## src/rtl/keypad_pkg.sv

```systemverilog
`default_nettype none
// ============================================================================
// Module      : keypad_pkg
// Description : Shared types, constants and helpers for the 3x4 keypad
//               scanner (state encoding, key-code map, column stepping).
// Revision    : 1.0 - initial release
// ============================================================================
package keypad_pkg;

  localparam int NUM_ROWS = 4;
  localparam int NUM_COLS = 3;

  localparam logic [3:0] KEY_STAR = 4'hA;
  localparam logic [3:0] KEY_HASH = 4'hB;
  localparam logic [3:0] KEY_ZERO = 4'h0;

  typedef enum logic [1:0] {
    SCAN     = 2'd0,
    DEBOUNCE = 2'd1,
    HELD     = 2'd2
  } kp_state_t;

  // Rows 0..2 carry the digits 1..9; the bottom row is '*', '0', '#'.
  function automatic logic [3:0] kp_code(input logic [1:0] row, input logic [1:0] col);
    logic [3:0] code;
    code = KEY_ZERO;
    if (row == 2'd3) begin
      case (col)
        2'd0:    code = KEY_STAR;
        2'd1:    code = KEY_ZERO;
        default: code = KEY_HASH;
      endcase
    end else begin
      code = ({2'b00, row} * 4'd3) + {2'b00, col} + 4'd1;
    end
    return code;
  endfunction

  // Column order 0 -> 1 -> 2 -> 0.
  function automatic logic [1:0] kp_next_col(input logic [1:0] col);
    return (col == 2'(NUM_COLS - 1)) ? 2'd0 : col + 2'd1;
  endfunction

endpackage
`default_nettype wire

```

## src/rtl/keypad_tick.sv

```systemverilog
`default_nettype none
// ============================================================================
// Module      : keypad_tick
// Description : Free-running divider; tick is high on the last cycle of
//               every SCAN_DIV-cycle column dwell.
// Revision    : 1.0 - initial release
// ============================================================================
module keypad_tick
  import keypad_pkg::*;
#(
  parameter int SCAN_DIV = 1000
) (
  input  logic clk,
  input  logic reset_n,
  output logic tick
);

  localparam int                 c_cnt_w = (SCAN_DIV > 1) ? $clog2(SCAN_DIV) : 1;
  localparam logic [c_cnt_w-1:0] c_last  = c_cnt_w'(SCAN_DIV - 1);

  logic [c_cnt_w-1:0] r_count;

  // Count 0..SCAN_DIV-1 and wrap.
  always_ff @(posedge clk) begin
    if (!reset_n) begin
      r_count <= '0;
    end else if (r_count == c_last) begin
      r_count <= '0;
    end else begin
      r_count <= r_count + 1'b1;
    end
  end

  assign tick = (r_count == c_last);

endmodule
`default_nettype wire

```

## src/rtl/keypad_scanner.sv

```systemverilog
`default_nettype none
// ============================================================================
// Module      : keypad_scanner
// Description : Scans a 3-column x 4-row active-low keypad, debounces press
//               and release, and emits one key_code/key_valid strobe per
//               press. Optional auto-repeat while held: KEYPAD_REPEAT_EN.
// Revision    : 1.0 - initial release
// ============================================================================
module keypad_scanner
  import keypad_pkg::*;
#(
  parameter int SCAN_DIV     = 1000,
  parameter int DEBOUNCE_CNT = 4,
  parameter int REPEAT_SCANS = 250
) (
  input  logic       clk,
  input  logic       reset_n,
  input  logic [3:0] key_row,
  output logic [2:0] key_col,
  output logic [3:0] key_code,
  output logic       key_valid,
  output logic       key_held
);

  localparam int                  c_dcnt_w   = $clog2(DEBOUNCE_CNT + 1);
  localparam logic [c_dcnt_w-1:0] c_dcnt_max = c_dcnt_w'(DEBOUNCE_CNT);
  localparam logic                c_single   = (DEBOUNCE_CNT == 1);

  kp_state_t           r_state;
  logic [1:0]          r_col_sel;
  logic [1:0]          r_row_sel;
  logic [c_dcnt_w-1:0] r_pcnt;
  logic [c_dcnt_w-1:0] r_rcnt;

`ifdef KEYPAD_REPEAT_EN
  localparam int                 c_rep_w   = $clog2(REPEAT_SCANS + 1);
  localparam logic [c_rep_w-1:0] c_rep_max = c_rep_w'(REPEAT_SCANS);
  logic [c_rep_w-1:0] r_rep_cnt;
`else
  logic w_unused_repeat;
  assign w_unused_repeat = (REPEAT_SCANS != 0);
`endif

  logic       w_tick;
  logic       w_any_low;
  logic [1:0] w_low_idx;
  logic [3:0] w_sel_mask;
  logic       w_other_low;
  logic       w_same_low;

  keypad_tick #(
    .SCAN_DIV (SCAN_DIV)
  ) u_tick (
    .clk     (clk),
    .reset_n (reset_n),
    .tick    (w_tick)
  );

  // Row decode: lowest-index low row wins; "same" means only the captured row is low.
  always_comb begin
    w_any_low = ~&key_row;
    w_low_idx = 2'd0;
    for (int i = NUM_ROWS - 1; i >= 0; i--) begin
      if (!key_row[i]) w_low_idx = 2'(i);
    end
    w_sel_mask  = 4'b0001 << r_row_sel;
    w_other_low = |(~key_row & ~w_sel_mask);
    w_same_low  = !key_row[r_row_sel] && !w_other_low;
  end

  assign key_col = 3'b001 << r_col_sel;

  // Scan / debounce / held state machine; all outputs registered.
  always_ff @(posedge clk) begin
    if (!reset_n) begin
      r_state   <= SCAN;
      r_col_sel <= 2'd0;
      r_row_sel <= 2'd0;
      r_pcnt    <= '0;
      r_rcnt    <= '0;
      key_code  <= 4'h0;
      key_valid <= 1'b0;
      key_held  <= 1'b0;
`ifdef KEYPAD_REPEAT_EN
      r_rep_cnt <= '0;
`endif
    end else begin
      key_valid <= 1'b0;
      if (w_tick) begin
        case (r_state)
          SCAN: begin
            if (w_any_low) begin
              r_row_sel <= w_low_idx;
              if (c_single) begin
                key_code  <= kp_code(w_low_idx, r_col_sel);
                key_valid <= 1'b1;
                key_held  <= 1'b1;
                r_pcnt    <= '0;
                r_rcnt    <= '0;
                r_state   <= HELD;
              end else begin
                r_pcnt  <= c_dcnt_w'(1);
                r_state <= DEBOUNCE;
              end
            end else begin
              r_col_sel <= kp_next_col(r_col_sel);
            end
          end

          DEBOUNCE: begin
            if (w_same_low) begin
              if (r_pcnt + 1'b1 == c_dcnt_max) begin
                key_code  <= kp_code(r_row_sel, r_col_sel);
                key_valid <= 1'b1;
                key_held  <= 1'b1;
                r_pcnt    <= '0;
                r_rcnt    <= '0;
                r_state   <= HELD;
              end else begin
                r_pcnt <= r_pcnt + 1'b1;
              end
            end else begin
              // Bounce or a different key: drop it and move on.
              r_pcnt    <= '0;
              r_col_sel <= kp_next_col(r_col_sel);
              r_state   <= SCAN;
            end
          end

          HELD: begin
            // Only the captured row matters; other keys are ignored until release.
            if (key_row[r_row_sel]) begin
`ifdef KEYPAD_REPEAT_EN
              r_rep_cnt <= '0;
`endif
              if (r_rcnt + 1'b1 == c_dcnt_max) begin
                key_held  <= 1'b0;
                r_rcnt    <= '0;
                r_col_sel <= kp_next_col(r_col_sel);
                r_state   <= SCAN;
              end else begin
                r_rcnt <= r_rcnt + 1'b1;
              end
            end else begin
              r_rcnt <= '0;
`ifdef KEYPAD_REPEAT_EN
              if (r_rep_cnt + 1'b1 == c_rep_max) begin
                key_valid <= 1'b1;
                r_rep_cnt <= '0;
              end else begin
                r_rep_cnt <= r_rep_cnt + 1'b1;
              end
`endif
            end
          end

          default: r_state <= SCAN;
        endcase
      end
    end
  end

endmodule
`default_nettype wire

```

## config.mk

```make
export PLATFORM = sky130hd
export DESIGN_NAME = keypad_scanner
export DESIGN_NICKNAME = d
export VERILOG_FILES = /design/src/rtl/keypad_pkg.sv /design/src/rtl/keypad_tick.sv /design/src/rtl/keypad_scanner.sv
export SDC_FILE = /design/constraint.sdc
export NUM_CORES = 1
export LEC_CHECK = 0
export ABC_CLOCK_PERIOD_IN_PS = 7880
export CORE_ASPECT_RATIO = 0.7
export CORE_MARGIN = 10
export CORE_UTILIZATION = 25
export CTS_CLUSTER_DIAMETER = 100
export CTS_CLUSTER_SIZE = 14
export DETAILED_ROUTE_END_ITERATION = 8
export GPL_ROUTABILITY_DRIVEN = 0
export SETUP_SLACK_MARGIN = 0.1
export SLEW_MARGIN = 20
export SYNTH_ARGS = -nofsm -noshare
export SYNTH_HDL_FRONTEND = slang
export SYNTH_SLANG_ARGS = --single-unit
```

## constraint.sdc

```tcl
create_clock -name clk -period 7.88 [get_ports clk]
set_clock_uncertainty 0.2 [all_clocks]
set_input_delay 1.182 -clock clk [delete_from_list [all_inputs] [get_ports clk]]
set_output_delay 1.182 -clock clk [all_outputs]
set_load 0.005 [all_outputs]
```

-- After elaboration in Yosys (flattened, before gate mapping)
Index checks and enable logic that the tools add are counted.
- add/subtract/negate cells: 6
- $mul: 1
- $lt $le $gt $ge: 1
- equal/unequal tests: 16
- shift operators: 2
- multiplexer cells: 35
- bitwise gates (word level): 5
- reductions and logical operators: 19
- operators by type and width (cell ; number):
    two-way mux 2 bit ; 14
    two-way mux 3 bit ; 7
    AND reduction 4 bit ; 4
    inequality test 2 bit (second input constant) ; 7
    case mux 2 bit (3 select lines) ; 2
    case mux 3 bit (2 select lines) ; 2
    AND reduction 6 bit ; 2
    adder 10 x 1 -> 10 bit (second input constant) ; 1
    == test 10 bit (second input constant) ; 1
    inverter 4 bit ; 2
    case mux 4 bit (2 select lines) ; 1
    adder 3 x 1 -> 3 bit (second input constant) ; 2
    == test 2 bit (second input constant) ; 3
    == test 3 bit (second input constant) ; 2
    two-way mux 1 bit ; 6
    AND reduction 3 bit ; 2
    AND reduction 5 bit ; 1
    adder 4 x 1 -> 4 bit (second input constant) ; 1
    adder 4 x 2 -> 4 bit ; 1
    bitwise AND 4 bit ; 1
    == test 2 x 1 -> 1 bit (second input constant) ; 2
    zero test 2 bit ; 2
    multiplier 2 x 2 -> 4 bit (second input constant) ; 1
    two-way mux 4 bit ; 1
    14 further kinds ; 17
- flip-flop bits (word level): 28
- bits of input ports: 6
- output and inout port bits: 9

-- Logic depth before layout (Yosys ltp)
Gate-level depths: netlist of the first run.
- word-level depth: 8
- gate-level depth with buffers: 7

-- Modules after synthesis
From an unflattened synthesis of the first run, not the netlist that was laid out.
- cell total of the unflattened synthesis: 200
- area, all modules: 1784.2 µm²
- modules (own cells, without submodules) (module ; instances ; cells each ; area an instance (µm²) ; sequential area each (µm²)):
    keypad_scanner ; 1 ; 143 ; 1227.4 ; 360.3
    keypad_tick ; 1 ; 57 ; 556.8 ; 200.2

-- Worst setup path before layout of the first run
Ideal clock, no wire load.
- path kind: input-to-reg
- start point: input key_row[3]
- end point: register r_rcnt[0]
- library setup time: 0.071 ns
- arrival time: 2.915 ns
- data required time: 7.609 ns
- setup slack: 4.694 ns
- cell stages on the path: 5
- path buffers: 0
- path through: mux4_2 or3_4 a221o_1 or3b_1 a21oi_1
- cells in the longest elaborated chain, start to end: 7
- RTL lines (what ; line ; source):
    start: declaration ; keypad_scanner.sv:18 ; input logic [3:0] key_row,
    inverter 4 bit ; keypad_scanner.sv:67 ; w_other_low = |(~key_row & ~w_sel_mask);
    bitwise AND 4 bit ; keypad_scanner.sv:67 ;
    OR reduction 4 bit ; keypad_scanner.sv:67 ;
    zero test 1 bit ; keypad_scanner.sv:68 ; w_same_low = !key_row[r_row_sel] && !w_other_low;
    logical AND 1 bit ; keypad_scanner.sv:68 ;
    inequality test 2 bit (no line) ; n/a ;
    AND reduction 4 bit (no line) ; n/a ;
    end signal: assignment ; keypad_scanner.sv:142 ; r_rcnt <= r_rcnt + 1'b1;
    end: declaration ; keypad_scanner.sv:33 ; logic [c_dcnt_w-1:0] r_rcnt;
Parallel ways exist; a longest one is shown, timed or not. The select of a mux whose other input is x is not followed.
A chain may end at the register's enable or synchronous reset.

-- Final worst setup path of the first run
- start point: input key_row[1]
- end point: register r_rcnt[0]
The elaborated chain is that of the path after synthesis.

==> flow_metrics.env, run 1 <==
export IMPL_crit_fanout=6
export IMPL_end_kind="flip-flop"
export IMPL_multi_input_area_sq_um=1020
export IMPL_num_rows=24
export IMPL_antenna_found_initial=0
export IMPL_cts_buffers=3
export IMPL_max_slew_margin_pct=50.1
export IMPL_async_flop_share_pct=0
export IMPL_p_seq_share_pct=53.8
export IMPL_fin_tns_setup_ns=0
export IMPL_fin_nets=215
export IMPL_irDropWorstVdd_mv=0.0530
export IMPL_grt_pass1_vias=1190
export IMPL_finalPower_mw=0.268
export IMPL_drtAntennaViolNets=0
export IMPL_cp_slowest_cell="mux4_2"
export IMPL_cp_start_kind="input port"
export IMPL_yosys_top_cells_count="dfxtp_1 (28), nor2_1 (21), ha_1 (12), nand2_1 (11), nand3_1 (11)"
export IMPL_drv_slew=0
export IMPL_drtIter0Drc=52
export IMPL_place_ws_ns=4.08
export IMPL_vias_per_cell=4.76
export IMPL_wl_mm=3.30
export IMPL_ff_latch_area_sq_um=561
export IMPL_switching_share_pct=19.5
export IMPL_pwr_share_clk_pct=41.9
export IMPL_top_usage_layer="met1"
export IMPL_drive_gt1_share_pct=6.70
export IMPL_die_h_um=87.2
export IMPL_die_w_um=116
export IMPL_cts_resized=0
export IMPL_nFillCells=644
export IMPL_path_cells="clkdlybuf4s50_1 > mux4_2 > or3_4 > a221o_1 > or3b_1 > a21oi_1"
export IMPL_avgRoutedWirePerCell_um=12.1
export IMPL_setup_viol=0
export IMPL_drc=0
export IMPL_maxCapViolCount=0
export IMPL_min_path_cells=2
export IMPL_htree_levels=1
export IMPL_cp_arrival_ns=3.52
export IMPL_drtPass1Iterations=4
export IMPL_ys_ff_latch=28
export IMPL_synth_ff_type="dfxtp_1"
export IMPL_grt_max_degree=17
export IMPL_postCtsHoldBufs=0
export IMPL_grt_pass1_wl_mm=5.67
export IMPL_area_growth_pct=18.5
export IMPL_status="completed"
export IMPL_synth_area_leaders="dfxtp_1 (35%), ha_1 (9.3%), nor2_1 (4.9%), mux2i_1 (4.3%), xor2_1 (4.3%)"
export IMPL_worst_slack_ns=4.37
export IMPL_hp_class="flip-flop to flip-flop"
export IMPL_synth_top_area_share_pct=34.8
export IMPL_synth_cell_area_sq_um=1610
export IMPL_synth_edff_count=0
export IMPL_clkLatencyLatePin_ns=0.27
export IMPL_max_freq_mhz=285
export IMPL_post_cts_setup_buffers=0
export IMPL_cp_num_buf_inv=1
export IMPL_yosysUniqueCellTypes=43
export IMPL_antenna_cells=0
export IMPL_dr_total_vias=1296
export IMPL_critPathMaxStageDelay_ns=0.51
export IMPL_dieArea_sq_um=10100
export IMPL_grt_use_total_pct=6.79
export IMPL_hold_viol_final=0
export IMPL_period_needed_ns=3.51
export IMPL_syn_avg_cell_area_sq_um=9.00
export IMPL_cts_sinks=28
export IMPL_grt_overflow_total=0
export IMPL_startpoint="key_row[1]"
export IMPL_syn_nets=199
export IMPL_synthCells=179
export IMPL_powerDensity_nw_per_um2=141
export IMPL_r2r_cells=5
export IMPL_period_share_pct=44.5
export IMPL_rsz0062_at_grt="false"
export IMPL_yosysWarningCount=0
export IMPL_synth_seq_area_share_pct=34.8
export IMPL_worstHoldStart="r_pcnt[2]"
export IMPL_p_leak_nw=0.742
export IMPL_port_buffers=14
export IMPL_use_met3_pct=2.69
export IMPL_crit_family="simple AND/OR/NAND/NOR gates"
export IMPL_p_comb_share_pct=4.4
export IMPL_rr_startpoint="r_row_sel[0]"
export IMPL_start_util_pct=25.8
export IMPL_io_pins=15
export IMPL_worst_path_stages=6
export IMPL_tightest_slew_ns=0.739
export IMPL_p_int_mw=0.216
export IMPL_core_sq_um=6250
export IMPL_cts_root_buf="clkbuf_8"
export IMPL_synth_most_common_cell="dfxtp_1"
export IMPL_use_met2_pct=9.33
export IMPL_cts_tree="done"
export IMPL_dp_hpwl_mm=2.55
export IMPL_yosys_area_top_type="dfxtp_1"
export IMPL_required_ns=7.89
export IMPL_use_met1_pct=9.48
export IMPL_p_switching_mw=0.0524
export IMPL_timing_worst_setup_path_type="input port to flip-flop"
export IMPL_path_clk_slew_ns=0.09
export IMPL_clock_path_buffers=2
## power by group through the flow
stage | logic, mW | clock network [mW] | registers, mW
2_1_floorplan | 0.00670 | 0 | 0.147
3_3_place_gp | 0.0116 | 0 | 0.148
3_5_place_dp | 0.0117 | 0 | 0.148
4_1_cts | 0.0117 | 0.116 | 0.144
5_1_grt | 0.0129 | 0.122 | 0.145
6_report | 0.0117 | 0.112 | 0.144
## flip-flops by register name, summed over array words and instances, names as in the netlist
name and count:
r_pcnt 3, key_held 1, u_tick.r_count 10, r_rcnt 3, key_code 4, key_valid 1
r_state 2, r_row_sel 2, r_col_sel 2
## metrics by stage
stage	hold slack (ns)	instances	util [%]	cell area (sq um)
4_1_cts	0.284	272	30.6	1910
6_report	0.282	272	30.6	1910
3_3_place_gp	0.258	268	29.4	1840
3_5_place_dp	0.270	268	29.4	1840
2_1_floorplan	0.242	179	-	1610
5_1_grt	0.305	272	30.6	1910
## cell usage in the layout (no fill, tap or decap), types with 2 or more instances in the layout
cell and instances:
a211oi_1 3, a21o_1 3, a21oi_1 8, and2_1 2, and3_1 3, clkbuf_8 3, clkdlybuf4s50_1 14, dfxtp_1 28
fa_1 2, ha_1 12, inv_1 6, mux2_2 3, mux2i_1 7, nand2_1 11, nand3_1 11, nand4_1 5
nand4b_1 2, nor2_1 21, nor2b_1 3, nor3_1 2, nor4_1 2, o21a_1 2, o21ai_0 6, o22ai_1 3
or2_2 2, or3_1 3, xnor2_1 2, xor2_1 8
## cell type report
| type | instances | share of cell area [%] |
|---|---|---|
| multi-input combinational | 142 | 53.3 |
| sequential | 28 | 29.4 |
| timing repair buffer | 14 | 7.34 |
| tap | 78 | 5.11 |
| clock buffer | 3 | 2.16 |
| clock inverter | 1 | 1.57 |
| inverter | 6 | 1.18 |
## worst paths after layout
check               to  slack (ns)
max          r_rcnt[0]        4.37
min          r_pcnt[2]        0.28
max reg2reg  r_rcnt[0]        5.10
min reg2reg  r_pcnt[2]        0.28
## cells by family after synthesis
group           Yosys count  share of synthesized area [%]
xor+xnor                 10                           5.44
compound gates           31                           12.7
mux                      11                           7.84
fa+ha+maj                14                           11.8
simple gates             76                           25.4
flops                    28                           34.8
buf+inv                   9                           2.10
## tightest hold or removal path, stage by stage (launching register included)
cell     delay [ns]
dfxtp_1        0.33
nand2_1        0.06
a21oi_1        0.05
## routing by layer
layer / routed length [um] / share of wire, % / vias to the layer above
li1: - / - / 678
met1: 1730 / 52 / 582
met2: 1300 / 39 / 32
met3: 228 / 6.9 / 4
met4: 36 / 1.1 / 0
met5: 0 / 0 / -
No activity file was read; power rests on OpenSTA's default activity.
==> inputs of run 2 (changes only) <==
--- a/config.mk
+++ b/config.mk
@@ -5,7 +5,7 @@
 export SDC_FILE = /design/constraint.sdc
 export NUM_CORES = 1
 export LEC_CHECK = 0
-export ABC_CLOCK_PERIOD_IN_PS = 7880
+export ABC_CLOCK_PERIOD_IN_PS = 3100
 export CORE_ASPECT_RATIO = 0.7
 export CORE_MARGIN = 10
 export CORE_UTILIZATION = 25
==> constraint.sdc (replaced) <==
create_clock -name clk -period 3.1 [get_ports clk]
set_clock_uncertainty 0.2 [all_clocks]
set_input_delay 0.465 -clock clk [delete_from_list [all_inputs] [get_ports clk]]
set_output_delay 0.465 -clock clk [all_outputs]
set_load 0.005 [all_outputs]
==> flow_metrics.env, run 2 (synthesized netlist as in run 1, its figures left out) <==
export IMPL_status="completed"
export IMPL_dieArea_sq_um=10100
export IMPL_cts_resized=0
export IMPL_fin_tns_setup_ns=0
export IMPL_powerDensity_nw_per_um2=322
export IMPL_vias_per_cell=4.84
export IMPL_dp_hpwl_mm=2.72
export IMPL_setup_viol=0
export IMPL_postCtsHoldBufs=0
export IMPL_mostFrequentLayoutCells="dfxtp_1 (28), nor2_1 (21), clkdlybuf4s50_1 (14)"
export IMPL_cp_slowest_cell="mux4_2"
export IMPL_top_usage_layer="met1"
export IMPL_holdWs_ns=0.269
export IMPL_clkLatencyLatePin_ns=0.28
export IMPL_hold_viol_final=0
export IMPL_p_leak_nw=0.770
export IMPL_antenna_cells=0
export IMPL_place_ws_ns=0.110
export IMPL_period_share_pct=88.0
export IMPL_timing_worst_setup_path_type="input port to flip-flop"
export IMPL_finalPower_mw=0.627
export IMPL_crit_fanout=5
export IMPL_start_util_pct=25.8
export IMPL_htree_levels=1
export IMPL_post_cts_setup_buffers=0
export IMPL_fin_nets=222
export IMPL_use_met3_pct=2.48
export IMPL_irDropWorstVdd_mv=0.151
export IMPL_drtPass1Iterations=4
export IMPL_required_ns=3.11
export IMPL_grt_max_degree=17
export IMPL_grt_pass1_wl_mm=5.91
export IMPL_end_kind="flip-flop"
export IMPL_grt_use_total_pct=7.19
export IMPL_cp_start_kind="input port"
export IMPL_worstHoldStart="r_pcnt[2]"
export IMPL_grt_pass1_vias=1246
export IMPL_area_growth_pct=20.7
export IMPL_clock_path_buffers=2
export IMPL_worst_slack_ns=0.371
export IMPL_drive_gt1_share_pct=9.95
export IMPL_core_sq_um=6250
export IMPL_regMostFlops="u_tick.r_count"
export IMPL_max_slew_margin_pct=63.0
export IMPL_dr_total_vias=1351
export IMPL_reg_top3="u_tick.r_count x10, key_code x4"
export IMPL_port_buffers=14
export IMPL_antenna_found_initial=0
export IMPL_maxCapViolCount=0
export IMPL_use_met1_pct=10.4
export IMPL_tightest_slew_ns=0.551
export IMPL_path_clk_slew_ns=0.10
export IMPL_io_pins=15
export IMPL_r2r_cells=6
export IMPL_cts_tree="done"
export IMPL_min_path_cells=2
export IMPL_drtIter0Drc=73
export IMPL_hold_end="r_pcnt[2]"
export IMPL_hp_class="flip-flop to flip-flop"
export IMPL_use_met2_pct=9.74
export IMPL_final_common_cell="dfxtp_1"
export IMPL_post_route_util_pct=31.1
export IMPL_die_h_um=87.2
export IMPL_grt_overflow_total=0
export IMPL_path_cells="clkdlybuf4s50_1 > mux4_2 > or3_4 > a221o_1 > or3b_1 > a21oi_1"
export IMPL_wl_mm=3.47
export IMPL_max_freq_mhz=366
export IMPL_die_w_um=116
export IMPL_cts_root_buf="clkbuf_8"
export IMPL_avgRoutedWirePerCell_um=12.5
export IMPL_rsz0062_at_grt="false"
export IMPL_drv_slew=0
export IMPL_cts_buffers=3
export IMPL_num_rows=24
export IMPL_period_needed_ns=2.73
export IMPL_drtAntennaViolNets=0
export IMPL_drc=0
export IMPL_cp_arrival_ns=2.74
export IMPL_rr_startpoint="r_row_sel[1]"
export IMPL_largest_register_ffs=10
export IMPL_r2r_slack_ns=0.53
export IMPL_rr_endpoint="r_rcnt[0]"
export IMPL_cts_sinks=28
export IMPL_critPathMaxStageDelay_ns=0.53
-- run 2: power by group --
group	total [mW]	internal, mW	switching [mW]
logic	0.0327	0.0157	0.0170
registers	0.367	0.363	0.00408
clock network	0.228	0.114	0.114
total	0.627	0.492	0.135
-- run 2: worst max-delay path by stage --
stage                endpoint  cells after the start         start  slack, ns
finish              r_rcnt[0]                      6    key_row[3]       0.37
global route        r_rcnt[0]                      6    key_row[3]       0.27
CTS                 r_rcnt[0]                      6    key_row[3]       0.40
detailed placement  r_rcnt[0]                      6    key_row[3]       0.11
global placement    r_rcnt[0]                      6    key_row[3]       0.14
floorplan           r_rcnt[0]                      5  r_row_sel[0]       0.52
-- run 2: layout make-up --
class                      instances  area, sq um
sequential                        28          561
tap                               78         97.6
multi-input combinational        142         1020
clock buffer                       4         55.1
inverter                           6         22.5
timing repair buffer              21          193
fill                             667         4300
-- run 2: through the flow --
step	instances	cell area, sq um
3_5_place_dp	275	1890
4_1_cts	279	1950
5_1_grt	279	1950
2_1_floorplan	179	1610
6_report	279	1950
3_3_place_gp	275	1890
-- run 2: critical path, delay by kind of cell --
kind                   cells  cell delay [ns]
buffers and inverters      1             0.47
multiplexers               1             0.53
AND/OR/NAND/NOR            2             0.79
AO/OA/AOI/OAI              2             0.48
-- run 2: per-layer routing --
| layer | up-vias | part of all wire [%] |
|---|---|---|
| li1 | 692 | - |
| met1 | 626 | 55 |
| met2 | 29 | 39 |
| met3 | 4 | 4.9 |
| met4 | 0 | 0.81 |
| met5 | - | 0 |
==> inputs of run 3 (changes only) <==
--- a/config.mk
+++ b/config.mk
@@ -9,6 +9,7 @@
 export CORE_ASPECT_RATIO = 0.7
 export CORE_MARGIN = 10
 export CORE_UTILIZATION = 25
+export CTS_BUF_LIST = sky130_fd_sc_hd__clkbuf_8
 export CTS_CLUSTER_DIAMETER = 100
 export CTS_CLUSTER_SIZE = 14
 export DETAILED_ROUTE_END_ITERATION = 8
==> results of run 3 <==
Same layout as run 2: the final DEF is identical, and so are final timing and power.
